$ cat config.mk
export PLATFORM = sky130hd
export DESIGN_NAME = seq_alu_flat
export DESIGN_NICKNAME = d
export VERILOG_FILES = /design/src/rtl/seq_alu_if.sv /design/src/rtl/seq_alu.sv /design/src/flat_wrapper.sv
export SDC_FILE = /design/constraint.sdc
export NUM_CORES = 1
export LEC_CHECK = 0
export ABC_AREA = 1
export CORE_UTILIZATION = 43
export CTS_BUF_LIST = sky130_fd_sc_hd__clkbuf_8
export CTS_CLUSTER_SIZE = 8
export DETAILED_ROUTE_END_ITERATION = 10
export PLACE_DENSITY = 0.59
export SLEW_MARGIN = 10
export SYNTH_ARGS = -nofsm -noshare
export SYNTH_HDL_FRONTEND = slang
export SYNTH_SLANG_ARGS = --single-unit
$ cat constraint.sdc
create_clock -name clk -period 6.07 [get_ports clk]
set_input_delay 0.607 -clock clk [delete_from_list [all_inputs] [get_ports clk]]
set_output_delay 0.607 -clock clk [all_outputs]
set_load 0.1 [all_outputs]
$ cat src/rtl/seq_alu_if.sv
// seq_alu_if
// Groups the start/busy/done handshake, the operand/opcode bus and the
// result/flag outputs of the sequential ALU.
//   start  : request a new operation (control unit -> ALU)
//   op     : 3-bit opcode (control unit -> ALU)
//   a, b   : WIDTH-bit unsigned operands (control unit -> ALU)
//   result : registered WIDTH-bit result (ALU -> control unit / datapath)
//   cf/sf/zf : carry, sign and zero flags (ALU -> flag register)
//   busy   : multiply in progress, start ignored while high
//   done   : one-cycle pulse when result and flags were updated
// The master modport belongs to the control unit; the slave modport belongs to the ALU.
interface seq_alu_if #(
    parameter int WIDTH = 6
);
    logic             start;
    logic [2:0]       op;
    logic [WIDTH-1:0] a;
    logic [WIDTH-1:0] b;
    logic [WIDTH-1:0] result;
    logic             cf;
    logic             sf;
    logic             zf;
    logic             busy;
    logic             done;

    modport master (
        output start, op, a, b,
        input  result, cf, sf, zf, busy, done
    );

    modport slave (
        input  start, op, a, b,
        output result, cf, sf, zf, busy, done
    );
endinterface

$ cat src/rtl/seq_alu.sv
// seq_alu
// Multi-cycle ALU of the 6-bit CPU datapath, feeding the flag register.
// ADD, SUB, AND, OR, XOR, SHL and SHR finish on the edge that accepts start.
// MUL is an iterative shift-add multiply that runs for WIDTH clocks.
// Ports:
//   clk   : system clock, rising-edge active
//   rst_n : asynchronous active-low reset
//   alu   : seq_alu_if slave modport (start/op/a/b in; result/cf/sf/zf/busy/done out)
module seq_alu #(
    parameter int WIDTH = 6
) (
    input  logic       clk,
    input  logic       rst_n,
    seq_alu_if.slave   alu
);
    localparam int CNT_W = (WIDTH > 1) ? $clog2(WIDTH) : 1;
    localparam logic [CNT_W-1:0] LAST_STEP = CNT_W'(WIDTH - 1);

    localparam logic [2:0] OP_ADD = 3'b000;
    localparam logic [2:0] OP_SUB = 3'b001;
    localparam logic [2:0] OP_AND = 3'b010;
    localparam logic [2:0] OP_OR  = 3'b011;
    localparam logic [2:0] OP_XOR = 3'b100;
    localparam logic [2:0] OP_SHL = 3'b101;
    localparam logic [2:0] OP_SHR = 3'b110;
    localparam logic [2:0] OP_MUL = 3'b111;

    typedef enum logic [0:0] {
        IDLE = 1'b0,
        MUL  = 1'b1
    } state_t;

    state_t               r_state;
    state_t               w_nextState;
    logic                 w_lastStep;

    logic [2*WIDTH-1:0]   r_acc;
    logic [2*WIDTH-1:0]   r_mcand;
    logic [WIDTH-1:0]     r_mplier;
    logic [CNT_W-1:0]     r_count;
    logic [2*WIDTH-1:0]   w_accNext;

    logic [WIDTH-1:0]     r_result;
    logic                 r_cf;
    logic                 r_sf;
    logic                 r_zf;
    logic                 r_done;

    logic [WIDTH:0]       w_sum;
    logic [WIDTH:0]       w_diff;
    logic [WIDTH-1:0]     w_opResult;
    logic                 w_opCarry;
    logic [WIDTH-1:0]     w_mulResult;
    logic                 w_mulOverflow;

    // State register; reset drops any multiply in flight straight back to IDLE.
    always_ff @(posedge clk or negedge rst_n) begin
        if (!rst_n) begin
            r_state <= IDLE;
        end else begin
            r_state <= w_nextState;
        end
    end

    // Next-state logic. Start is only honoured in IDLE, which is exactly when
    // busy is low, so a start during a multiply is dropped rather than queued.
    // The step at count WIDTH-1 is the final partial product.
    always_comb begin
        w_nextState = r_state;
        w_lastStep  = 1'b0;
        case (r_state)
            IDLE: begin
                if (alu.start && (alu.op == OP_MUL)) begin
                    w_nextState = MUL;
                end
            end
            MUL: begin
                if (r_count == LAST_STEP) begin
                    w_lastStep  = 1'b1;
                    w_nextState = IDLE;
                end
            end
            default: w_nextState = IDLE;
        endcase
    end

    // Single-cycle operations, evaluated straight from the live inputs so they
    // can be written on the accepting edge. The extra top bit of the sum and
    // difference holds the carry out and the borrow (set iff a < b).
    always_comb begin
        w_sum      = {1'b0, alu.a} + {1'b0, alu.b};
        w_diff     = {1'b0, alu.a} - {1'b0, alu.b};
        w_opResult = '0;
        w_opCarry  = 1'b0;
        case (alu.op)
            OP_ADD: begin
                w_opResult = w_sum[WIDTH-1:0];
                w_opCarry  = w_sum[WIDTH];
            end
            OP_SUB: begin
                w_opResult = w_diff[WIDTH-1:0];
                w_opCarry  = w_diff[WIDTH];
            end
            OP_AND: w_opResult = alu.a & alu.b;
            OP_OR:  w_opResult = alu.a | alu.b;
            OP_XOR: w_opResult = alu.a ^ alu.b;
            OP_SHL: begin
                w_opResult = {alu.a[WIDTH-2:0], 1'b0};
                w_opCarry  = alu.a[WIDTH-1];
            end
            OP_SHR: begin
                w_opResult = {1'b0, alu.a[WIDTH-1:1]};
                w_opCarry  = alu.a[0];
            end
            default: begin
                w_opResult = '0;
                w_opCarry  = 1'b0;
            end
        endcase
    end

    // One shift-add step: the multiplicand is pre-shifted so the current
    // multiplier LSB decides whether it joins the accumulator. On the last
    // step this value is the complete product, so it is used directly.
    always_comb begin
        w_accNext     = r_mplier[0] ? (r_acc + r_mcand) : r_acc;
        w_mulResult   = w_accNext[WIDTH-1:0];
        w_mulOverflow = |w_accNext[2*WIDTH-1:WIDTH];
    end

    // Datapath and output registers. Result and flags only change on an
    // accepted single-cycle op or the final multiply step, and done pulses on
    // exactly those edges; otherwise everything holds.
    always_ff @(posedge clk or negedge rst_n) begin
        if (!rst_n) begin
            r_acc    <= '0;
            r_mcand  <= '0;
            r_mplier <= '0;
            r_count  <= '0;
            r_result <= '0;
            r_cf     <= 1'b0;
            r_sf     <= 1'b0;
            r_zf     <= 1'b0;
            r_done   <= 1'b0;
        end else begin
            r_done <= 1'b0;
            if ((r_state == IDLE) && alu.start) begin
                if (alu.op == OP_MUL) begin
                    r_acc    <= '0;
                    r_mcand  <= {{WIDTH{1'b0}}, alu.a};
                    r_mplier <= alu.b;
                    r_count  <= '0;
                end else begin
                    r_result <= w_opResult;
                    r_cf     <= w_opCarry;
                    r_sf     <= w_opResult[WIDTH-1];
                    r_zf     <= (w_opResult == '0);
                    r_done   <= 1'b1;
                end
            end else if (r_state == MUL) begin
                r_acc    <= w_accNext;
                r_mcand  <= r_mcand << 1;
                r_mplier <= r_mplier >> 1;
                r_count  <= r_count + 1'b1;
                if (w_lastStep) begin
                    r_result <= w_mulResult;
                    r_cf     <= w_mulOverflow;
                    r_sf     <= w_mulResult[WIDTH-1];
                    r_zf     <= (w_mulResult == '0);
                    r_done   <= 1'b1;
                end
            end
        end
    end

    // Busy comes straight from the registered state, so it is glitch-free.
    always_comb begin
        alu.result = r_result;
        alu.cf     = r_cf;
        alu.sf     = r_sf;
        alu.zf     = r_zf;
        alu.done   = r_done;
        alu.busy   = (r_state == MUL);
    end
endmodule

$ cat src/flat_wrapper.sv
// flat-port wrapper written by rule: the top's interface ports become plain ports
module seq_alu_flat 
#(
    parameter int WIDTH = 6
)
  (clk, rst_n, alu_start, alu_op, alu_a, alu_b, alu_result, alu_cf, alu_sf, alu_zf, alu_busy, alu_done);
  seq_alu_if #(.WIDTH(WIDTH)) alu_i ();
  input  logic clk;
  input  logic rst_n;
  input wire logic [$bits(alu_i.start)-1:0] alu_start;
  input wire logic [$bits(alu_i.op)-1:0] alu_op;
  input wire logic [$bits(alu_i.a)-1:0] alu_a;
  input wire logic [$bits(alu_i.b)-1:0] alu_b;
  output wire logic [$bits(alu_i.result)-1:0] alu_result;
  output wire logic [$bits(alu_i.cf)-1:0] alu_cf;
  output wire logic [$bits(alu_i.sf)-1:0] alu_sf;
  output wire logic [$bits(alu_i.zf)-1:0] alu_zf;
  output wire logic [$bits(alu_i.busy)-1:0] alu_busy;
  output wire logic [$bits(alu_i.done)-1:0] alu_done;
  assign alu_i.start = alu_start;
  assign alu_i.op = alu_op;
  assign alu_i.a = alu_a;
  assign alu_i.b = alu_b;
  assign alu_result = alu_i.result;
  assign alu_cf = alu_i.cf;
  assign alu_sf = alu_i.sf;
  assign alu_zf = alu_i.zf;
  assign alu_busy = alu_i.busy;
  assign alu_done = alu_i.done;
  seq_alu #(.WIDTH(WIDTH)) u_core (.clk(clk), .rst_n(rst_n), .alu(alu_i));
endmodule
# Word-level counts from Yosys, hierarchy flattened
# Index checks and enable logic that the tools add are counted.
[totals]
regBits = 44
[op_classes]
n_mux = 40
n_eq_ne = 10
reduce_logical = 10
bitwise = 4
addsub = 4
[op_table]
columns = ["cell", "count"]
rows = [
  ["$mux W12", 7],
  ["$mux W6", 7],
  ["$pmux W6 S7", 1],
  ["$mux W1", 20],
  ["$eq A3 B3 Y1 const B", 5],
  ["$add A12 B12 Y12", 1],
  ["$logic_not A6 Y1", 2],
  ["$mux W3", 3],
  ["$add A6 B6 Y7", 1],
  ["$sub A6 B6 Y7", 1],
  ["$and A6 B6 Y6", 1],
  ["$eq A3 B2 Y1 const B", 2],
  ["$or A6 B6 Y6", 1],
  ["$reduce_or A6 Y1", 1],
  ["$xor A6 B6 Y6", 1],
  ["$ne A2 B2 Y1 const B", 2],
  ["$pmux W1 S4", 1],
  ["$reduce_bool A2 Y1", 2],
  ["$add A3 B1 Y3 const B", 1],
  ["$eq A3 B1 Y1 const B", 1],
  ["$logic_not A3 Y1", 1],
  ["$reduce_and A3 Y1", 1],
  ["$logic_and A1 B1 Y1", 2],
  ["$pmux W1 S2", 1],
  ["2 further kinds", 2],
]

# Depth between registers and ports, before layout
# Gate-level depths: netlist (run 1).
[logic_depth]
depth_word = 6
depth_mapped = 14
mapped_depth_nobuf = 14

# Least setup slack after synthesis (run 1)
# OpenSTA, ideal clock, no wires.
[synth_path]
path_kind = "input-to-reg"
from = "input port alu_b[0]"
to = "register u_core.r_zf, in the netlist u_core.alu.zf"
setup_slack_ns = 3.857
t_required_ns = 5.992
n_path_buf = 0
stages = 10
arrival_time_ns = 2.135
cell_sequence = "ha_1 fa_1 or2_2 nand3_1 nand3_1 nor3_2 nand3_1 nor3_2 nand2_1 a21oi_1"
[synth_between]
elab_chain_len = 5
elab_cells_between_ends = 9
classes_between = "add/sub: 2; mux: 3; bitwise: 3; reduce/logical: 1"
[synth_lines]
columns = ["item", "line_no", "source"]
rows = [
  ["start: declaration", "flat_wrapper.sv:13", "input wire logic [$bits(alu_i.b)-1:0] alu_b;"],
  ["$sub A6 B6 Y7 (tied with other cells)", "seq_alu.sv:92", "w_diff = {1'b0, alu.a} - {1'b0, alu.b};"],
  ["$pmux W6 S7 (*)", "seq_alu.sv:95", "case (alu.op)"],
  ["$logic_not A6 Y1 (*)", "seq_alu.sv:157", "r_zf <= (w_opResult == '0);"],
  ["$mux W1 (*)", "seq_alu.sv:148", "if (alu.op == OP_MUL) begin"],
  ["$mux W1 (*)", "seq_alu.sv:147", "if ((r_state == IDLE) && alu.start) begin"],
  ["end signal: assignment", "seq_alu.sv:157", ""],
  ["end signal: assignment", "seq_alu.sv:169", "r_zf <= (w_mulResult == '0);"],
  ["end: declaration", "seq_alu.sv:46", "logic r_zf;"],
]
# Every way passes the cells marked *; elsewhere a longest branch is shown, timed or not. The select of a mux whose other input is x is not followed.
# A chain may end at the register's enable or synchronous reset.

# Worst setup path after layout (run 1)
[layout_path]
from = "register u_core.r_state, in the netlist u_core.alu.busy"
to = "output port alu_busy"
[layout_rtl]
columns = ["item", "line_no", "source"]
rows = [
  ["start: declaration", "seq_alu.sv:33", "state_t r_state;"],
  ["start signal: assignment", "seq_alu.sv:61", "r_state <= w_nextState;"],
  ["end: declaration", "flat_wrapper.sv:18", "output wire logic [$bits(alu_i.busy)-1:0] alu_busy;"],
]
# No word-level cell between the ends.

==> Flow_metrics.wiki, run 1 <==
{| class="wikitable"
! Metric !! Value
|-
| Result of the run || completed
|-
| Peak Freq || 373 MHz
|-
| Critical path's top delay family || buffers and inverters
|-
| Global route total overflow || 0
|-
| Vias per std cell || 5.26
|-
| Internal || 889 µW
|-
| Worst reg2reg path depth || 14
|-
| Capturing point of the worst reg2reg path || u_core.alu.cf
|-
| Initial cell density of the core || 44.4%
|-
| Count of input and output buffers || 28
|-
| Y dimension of the die || roughly 91 µm
|-
| Final count of negative-setup-slack endpoints || 0
|-
| Post-detailed-routing wire length || 8720 µm
|-
| Worst path arrival time || 2.08 ns
|-
| Reg power frac || 27.1%
|-
| Maximum number of pins on one net before global-route repair || 44
|-
| Number of diodes || 0
|-
| Combinational power share || 63.3%
|-
| Most common cell after layout, fill and taps aside || sky130_fd_sc_hd__nand2_1
|-
| Worst-path cell chain || clkdlybuf4s50_1
|-
| Leakage power || ~1.9 nW
|-
| Final GP Congestion || 0.900
|-
| Layout area overhead || 12.6%
|-
| Hpwl dp || 6580 µm
|-
| Number of hold violations in the final report || 0
|-
| Number of buffers created by CTS || 5
|-
| Relative contribution of the clock network to total power || 9.6%
|-
| Source of the worst register-to-register timing path || u_core.r_mcand[0]
|-
| Largest stage delay, worst path || around 1.2 ns
|-
| Switching component of the power || 1.08 mW
|-
| Critical path type || reg2out
|-
| Reg-to-reg slack, setup || 3.69 ns
|-
| Instance count of the mapped netlist || slightly below 500
|-
| Standard cell with the maximum stage delay on the critical path || sky130_fd_sc_hd__clkdlybuf4s50_1
|-
| Max-Cap Viols || 0
|-
| Clock transition at path regs || 0.09 ns
|-
| Wire length of the first global-routing pass || ~15,000 µm
|-
| Synthesized-area fraction occupied by xor and xnor cells || 1.54%
|-
| Switching power as a share of total power || 54.8%
|-
| Fraction of layout instances using a drive strength above 1 || 6.09%
|-
| Crit-path max FO || 10
|-
| Cell area after technology mapping || between 0.003 and 0.004 mm²
|-
| Post-synthesis cell type count || 35
|-
| Detailed-route DRC error count || 0
|-
| Syn nets || 535
|-
| Number of sinks driven by the clock tree || 43
|-
| Final worst-path cycle share || 44.2%
|-
| Min Clock Period, post-route || around 2.7 ns
|-
| Detailed-router iteration count before antenna repair || 5
|-
| DR vias || 3,214
|-
| Share of synthesized area occupied by flip-flops and latches || 31.5%
|-
| Dpl ws || 3.19 ns
|-
| Global-route total usage across every layer || 22.7%
|-
| Fin Clk Skew || approximately 0.0078 ns
|-
| Total count of max-transition violations in the final report || 0
|-
| Post-CTS setup repair buffer count || 0
|-
| Kind of launch point of the worst setup path || flip-flop
|-
| Synth Area in Compound Gates || 14.9%
|-
| Antenna viol nets, final || 0
|-
| Post-synthesis adder-cell area fraction || between 10% and 20%
|-
| Most used cells in the layout excluding fill and tap cells || 126 x sky130_fd_sc_hd__nand2_1, 63 x sky130_fd_sc_hd__inv_1, 43 x sky130_fd_sc_hd__dfrtp_1
|-
| Cells resized by post-CTS repair || 0
|-
| IO Count || 29
|-
| Starting DRT DRC Count || 149
|-
| Net count, final || 560
|-
| Num rows || 32
|-
| Worst path required time || 5.46 ns
|-
| Max_slew headroom || about a third
|-
| Min setup slack post-route || roughly 3.4 ns
|-
| Dominant combinational cell family by area after synthesis || simple AND/OR/NAND/NOR gates
|-
| Buffer cell driving the clock tree root || sky130_fd_sc_hd__clkbuf_8
|-
| Measured slew at the worst slew-check pin || 0.992 ns
|-
| Maximum resistive drop on vdd || approximately 0.23 mV
|-
| Worst Setup SP || u_core.alu.busy
|-
| Warnings from Yosys || 0
|-
| Via count of the first global-routing pass || around 3,200
|-
| Sum of buffers and inverters on the critical path || 1
|-
| Clock tree from TritonCTS || done
|-
| Area of the die || 0.00830 mm²
|-
| Maximum root-to-sink buffer count || 2
|-
| Worst min path class || in2async
|-
| Setup repair after global routing missed its margin || no
|-
| Final routed wire length divided by cell count || 14.3 µm
|-
| CP Capture Type || output port
|-
| Synth Area per Inst || 7.06 µm²
|-
| Total core area || 0.00769 mm²
|-
| Post-route setup TNS || 0 ns
|-
| Power density relative to cell area || roughly 500 mW/mm²
|-
| Level count of the clock H-tree || 2
|-
| Fraction of the mapped netlist area in simple logic gates || 29.1%
|-
| Die boundary width || just over 90 µm
|-
| Synthesized flop and latch total || 43
|-
| Post-synthesis mux area share || 0%
|-
| Smallest hold slack || 0.466 ns
|-
| Number of buffers added to fix hold violations after cts || 0
|-
| Initial antenna violation count || 0
|-
| Clock network latency to the later pin of the worst-skew pair || around 0.3 ns
|}
-- power groups by stage --
stage	registers [mW]	logic [mW]	clock network, mW
detailed placement	0.539	1.24	0
finish	0.533	1.24	0.188
CTS	0.533	1.25	0.192
global placement	0.534	1.23	0
global route	0.552	1.39	0.203
floorplan	0.714	0.772	0
-- final cells by class --
class                           instances  area (µm²)
Fill cell                             770        3840
Multi-Input combinational cell        357        2000
Sequential cell                        43        1080
Timing Repair Buffer                   29         283
Inverter                               72         270
Tap cell                              102         128
Clock buffer                            5        68.8
Clock inverter                          3        16.3
-- worst max path at each step --
stage | to | slack (ns) | depth (start not counted)
final | alu_busy | 3.39 | 1
after global routing | u_core.alu.zf | 3.27 | 14
after CTS | alu_busy | 3.37 | 1
after detailed placement | u_core.alu.zf | 3.19 | 11
after global placement | u_core.alu.zf | 3.22 | 12
after floorplan | u_core.alu.zf | 3.86 | 10
-- cells by family after synthesis --
| family | after synthesis |
|---|---|
| flops | 43 |
| xor+xnor | 6 |
| fa+ha+maj | 34 |
| compound gates | 89 |
| buf+inv | 83 |
| simple gates | 228 |
-- Yosys cell counts, drive strengths merged --
| cell type | instances | area (µm²) |
|---|---|---|
| nand4 | 4 | 25.0 |
| a31oi | 10 | 62.6 |
| fa | 3 | 60.1 |
| o21bai | 1 | 7.51 |
| nor3 | 10 | 70.1 |
| o211ai | 4 | 30.0 |
| xor2 | 2 | 17.5 |
| nor2 | 39 | 156 |
| o21ai | 31 | 155 |
| nand3 | 44 | 235 |
| buf | 7 | 50.1 |
| inv | 72 | 270 |
| a22o | 2 | 17.5 |
| o31ai | 1 | 7.51 |
| a221oi | 1 | 8.76 |
| xnor2 | 4 | 35.0 |
| a21oi | 21 | 105 |
| dfrtp | 43 | 1080 |
| nand3b | 1 | 7.51 |
| nand2 | 128 | 485 |
| a21o | 1 | 7.51 |
| ha | 31 | 388 |
| or2 | 2 | 12.5 |
| clkbuf | 4 | 15.0 |
| o22ai | 17 | 106 |
-- per-stage QoR --
| step | utilization [%] | area [µm²] | total power, mW | instances |
|---|---|---|---|---|
| 2_1_floorplan | - | 3410 | 1.49 | 483 |
| 3_3_place_gp | 48.9 | 3760 | 1.76 | 603 |
| 3_5_place_dp | 48.9 | 3760 | 1.78 | 603 |
| 4_1_cts | 50.0 | 3840 | 1.97 | 611 |
| 5_1_grt | 50.0 | 3840 | 2.14 | 611 |
| 6_report | 50.0 | 3840 | 1.97 | 611 |
-- flip-flops by register name (all words and copies together), names as in the netlist --
signal / count
u_core.r_acc: 12
u_core.r_mcand: 12
u_core.alu.result: 6
u_core.r_mplier: 6
u_core.r_count: 3
u_core.alu.busy: 1
u_core.alu.cf: 1
u_core.alu.done: 1
u_core.alu.zf: 1
-- layer usage --
| metal | routed length, µm | vias up | GRT usage [%] |
|---|---|---|---|
| met2 | 4110 | 62 | 39.1 |
| met1 | 4160 | 1504 | 29.4 |
| met3 | 284 | 14 | 3.10 |
| met5 | 0 | - | 0 |
| li1 | - | 1634 | - |
| met4 | 174 | 0 | 7.28 |
No activity file was read; power rests on OpenSTA's default activity.
==> run 2: changes to the inputs <==
==> constraint.sdc (replaced) <==
create_clock -name clk -period 2.56 [get_ports clk]
set_input_delay 0.256 -clock clk [delete_from_list [all_inputs] [get_ports clk]]
set_output_delay 0.256 -clock clk [all_outputs]
set_load 0.1 [all_outputs]
==> Flow_metrics.wiki, run 2 (synthesis gave the netlist of run 1 again) <==
{| class="wikitable"
! Metric !! Value
|-
| Fin Clk Skew || 0.0128 ns
|-
| Min Clock Period, post-route || between 2 and 2.5 ns
|-
| Switching power as a share of total power || 54.3%
|-
| Buffer cell driving the clock tree root || sky130_fd_sc_hd__clkbuf_8
|-
| Clock tree from TritonCTS || done
|-
| Final worst-path cycle share || 89.6%
|-
| Peak Freq || between 400 and 500 MHz
|-
| FF+latch area || 0.00108 mm²
|-
| Wire length of the first global-routing pass || 15,200 µm
|-
| Source of the worst register-to-register timing path || u_core.r_mcand[0]
|-
| Combinational power share || 64.1%
|-
| Layout area overhead || 14.7%
|-
| Relative contribution of the clock network to total power || 9.4%
|-
| Post-CTS setup repair buffer count || 0
|-
| Final instance area || 0.00391 mm²
|-
| Clock network latency to the later pin of the worst-skew pair || 0.31 ns
|-
| Y dimension of the die || 91.1 µm
|-
| Switching component of the power || 2.55 mW
|-
| Leakage power || 1.98 nW
|-
| Global route total overflow || 0
|-
| Worst min path class || in2async
|-
| Die boundary width || 91.1 µm
|-
| Result of the run || completed
|-
| Dpl ws || 0.0395 ns
|-
| Worst reg2reg path depth || 14
|-
| Standard cell with the maximum stage delay on the critical path || sky130_fd_sc_hd__dfrtp_1
|-
| Via count of the first global-routing pass || 3,219
|-
| Maximum resistive drop on vdd || approximately 0.4 mV
|-
| Measured slew at the worst slew-check pin || 0.981 ns
|-
| Worst-path cell chain || ha_1, fa_2, nand3_1, nand3_1, nand2_1, nand2_1, nand2_1, nand3_1, o21ai_0, nand2_1, nor2_1, nand2_1, nand2_1, a21oi_1
|-
| Detailed-route DRC error count || 0
|-
| Worst path arrival time || 2.48 ns
|-
| Max_slew headroom || 34.6%
|-
| Post-route setup TNS || 0 ns
|-
| Maximum root-to-sink buffer count || 2
|-
| Starting DRT DRC Count || 151
|-
| Setup repair after global routing missed its margin || no
|-
| Fraction of layout instances using a drive strength above 1 || 10.4%
|-
| Reg-to-reg slack, setup || 0.27 ns
|-
| Largest registers in the final layout || u_core.r_acc (12), u_core.r_mcand (12)
|-
| Vias per std cell || 5.19
|-
| Largest stage delay, worst path || around 0.42 ns
|-
| Reg power frac || 26.5%
|-
| Kind of launch point of the worst setup path || flip-flop
|-
| Internal || 2.14 mW
|-
| Worst Setup SP || u_core.r_mcand[0]
|-
| Antenna viol nets, final || 0
|-
| Total count of max-transition violations in the final report || 0
|-
| Num rows || 32
|-
| Hpwl dp || 6800 µm
|-
| Most used cells in the layout excluding fill and tap cells || 126 x sky130_fd_sc_hd__nand2_1, 63 x sky130_fd_sc_hd__inv_1, 43 x sky130_fd_sc_hd__dfrtp_1
|-
| Cell Count, Final, Fillers Out || ~620
|-
| Cell occurring most often along the worst timing path || sky130_fd_sc_hd__nand2_1
|-
| Initial cell density of the core || 44.4%
|-
| Count of input and output buffers || 28
|-
| Detailed-router iteration count before antenna repair || 5
|-
| Max-Cap Viols || 0
|-
| Worst path required time || around 2.8 ns
|-
| Final routed wire length divided by cell count || 14.1 µm
|-
| Cell Count Post-Placement || 614
|-
| Number of hold violations in the final report || 0
|-
| Area taken by multi-input logic gates || roughly 0.002 mm²
|-
| End point of the critical path || u_core.alu.cf
|-
| Most common cell after layout, fill and taps aside || sky130_fd_sc_hd__nand2_1
|-
| Final core area utilization || 50.9%
|-
| Global-route total usage across every layer || between 20% and 30%
|-
| Post-detailed-routing wire length || 8750 µm
|-
| Crit-path max FO || 4
|-
| CP Capture Type || flip-flop
|-
| Final count of negative-setup-slack endpoints || 0
|-
| Initial antenna violation count || 0
|-
| Area after detailed placement || 0.00382 mm²
|-
| Critical path type || reg2reg
|-
| Number of diodes || 0
|-
| Power density relative to cell area || 1200 mW/mm²
|-
| Number of buffers created by CTS || 5
|-
| Maximum number of pins on one net before global-route repair || 44
|-
| Min setup slack post-route || 0.266 ns
|-
| Number of filler instances in the final layout || 800
|-
| IO Count || 29
|-
| DR vias || about 3,200
|-
| Clock transition at path regs || 0.10 ns
|-
| Area of the die || 0.00830 mm²
|-
| Capturing point of the worst reg2reg path || u_core.alu.cf
|-
| Level count of the clock H-tree || 2
|-
| Net count, final || 571
|-
| Number of sinks driven by the clock tree || 43
|-
| Total core area || 0.00769 mm²
|-
| Final GP Congestion || 0.878
|}
[run 2: cell types whose count changed in the layout (fill, tap and decap cells not counted)]
cell / change
sky130_fd_sc_hd__buf_4: +21
sky130_fd_sc_hd__clkdlybuf4s50_1: -11
sky130_fd_sc_hd__buf_12: +1
sky130_fd_sc_hd__fa_1: -1
sky130_fd_sc_hd__fa_2: +1
[run 2: power groups by stage]
stage	logic, mW	clock network, mW	registers [mW]
4_1_cts	3.02	0.457	1.25
6_report	3.01	0.441	1.24
5_1_grt	3.38	0.480	1.29
3_5_place_dp	3.01	0	1.26
3_3_place_gp	2.99	0	1.25
2_1_floorplan	1.83	0	1.69
[run 2: worst max-delay path, delay by kind of cell, from the launching register on]
kind	cells	cell delay (ns)
and+or+nand+nor	10	0.93
adders and majority gates	2	0.64
DFF	1	0.42
AOI/OAI and AO/OA	2	0.19
[run 2: timing repair]
action / CTS / global route
setup endpoints to repair: 0 / 1
gates resized for setup: 0 / 1
hold buffers: 0 / 0
[run 2: worst min-delay path by stage]
stage | from | endpoint | slack, ns | depth (start not counted)
2_1_floorplan | rst_n | u_core.alu.busy | -0.04 | 0
3_3_place_gp | rst_n | u_core.r_mcand[8] | 0.47 | 1
3_5_place_dp | rst_n | u_core.r_mcand[8] | 0.48 | 1
4_1_cts | rst_n | u_core.r_acc[9] | 0.15 | 1
5_1_grt | rst_n | u_core.r_acc[9] | 0.20 | 1
6_report | rst_n | u_core.r_acc[9] | 0.10 | 1
[run 2: final cells by class]
class / instances / area share [%]
Clock buffer: 5 / 1.76
Clock inverter: 3 / 0.416
Inverter: 72 / 6.91
Multi-Input combinational cell: 357 / 51.2
Sequential cell: 43 / 27.5
Tap cell: 102 / 3.26
Timing Repair Buffer: 40 / 8.95
[run 2: layer usage]
layer  vias up  share of wire [%]  routed length (µm)  GRT usage [%]
met5         -                  0                   0              0
met4         0                1.4                 119           6.61
met3        11                3.3                 286           2.60
met2        73                 50                4360           40.5
met1      1483                 46                3990           29.0
li1       1663                  -                   -              -
[run 2: stage by stage]
step / total power, mW / hold WS [ns]
finish: 4.69 / 0.102
global route: 5.15 / 0.200
CTS: 4.72 / 0.148
detailed placement: 4.27 / 0.483
global placement: 4.23 / 0.474
floorplan: 3.52 / -0.0396
==> run 3: changes to the inputs <==
--- a/config.mk
+++ b/config.mk
@@ -10,6 +10,7 @@
 export CTS_BUF_LIST = sky130_fd_sc_hd__clkbuf_8
 export CTS_CLUSTER_SIZE = 8
 export DETAILED_ROUTE_END_ITERATION = 10
+export HOLD_SLACK_MARGIN = 0.05
 export PLACE_DENSITY = 0.59
 export SLEW_MARGIN = 10
 export SYNTH_ARGS = -nofsm -noshare
==> results of run 3 <==
Same layout as run 2: the final DEF is identical, and so are final timing and power.
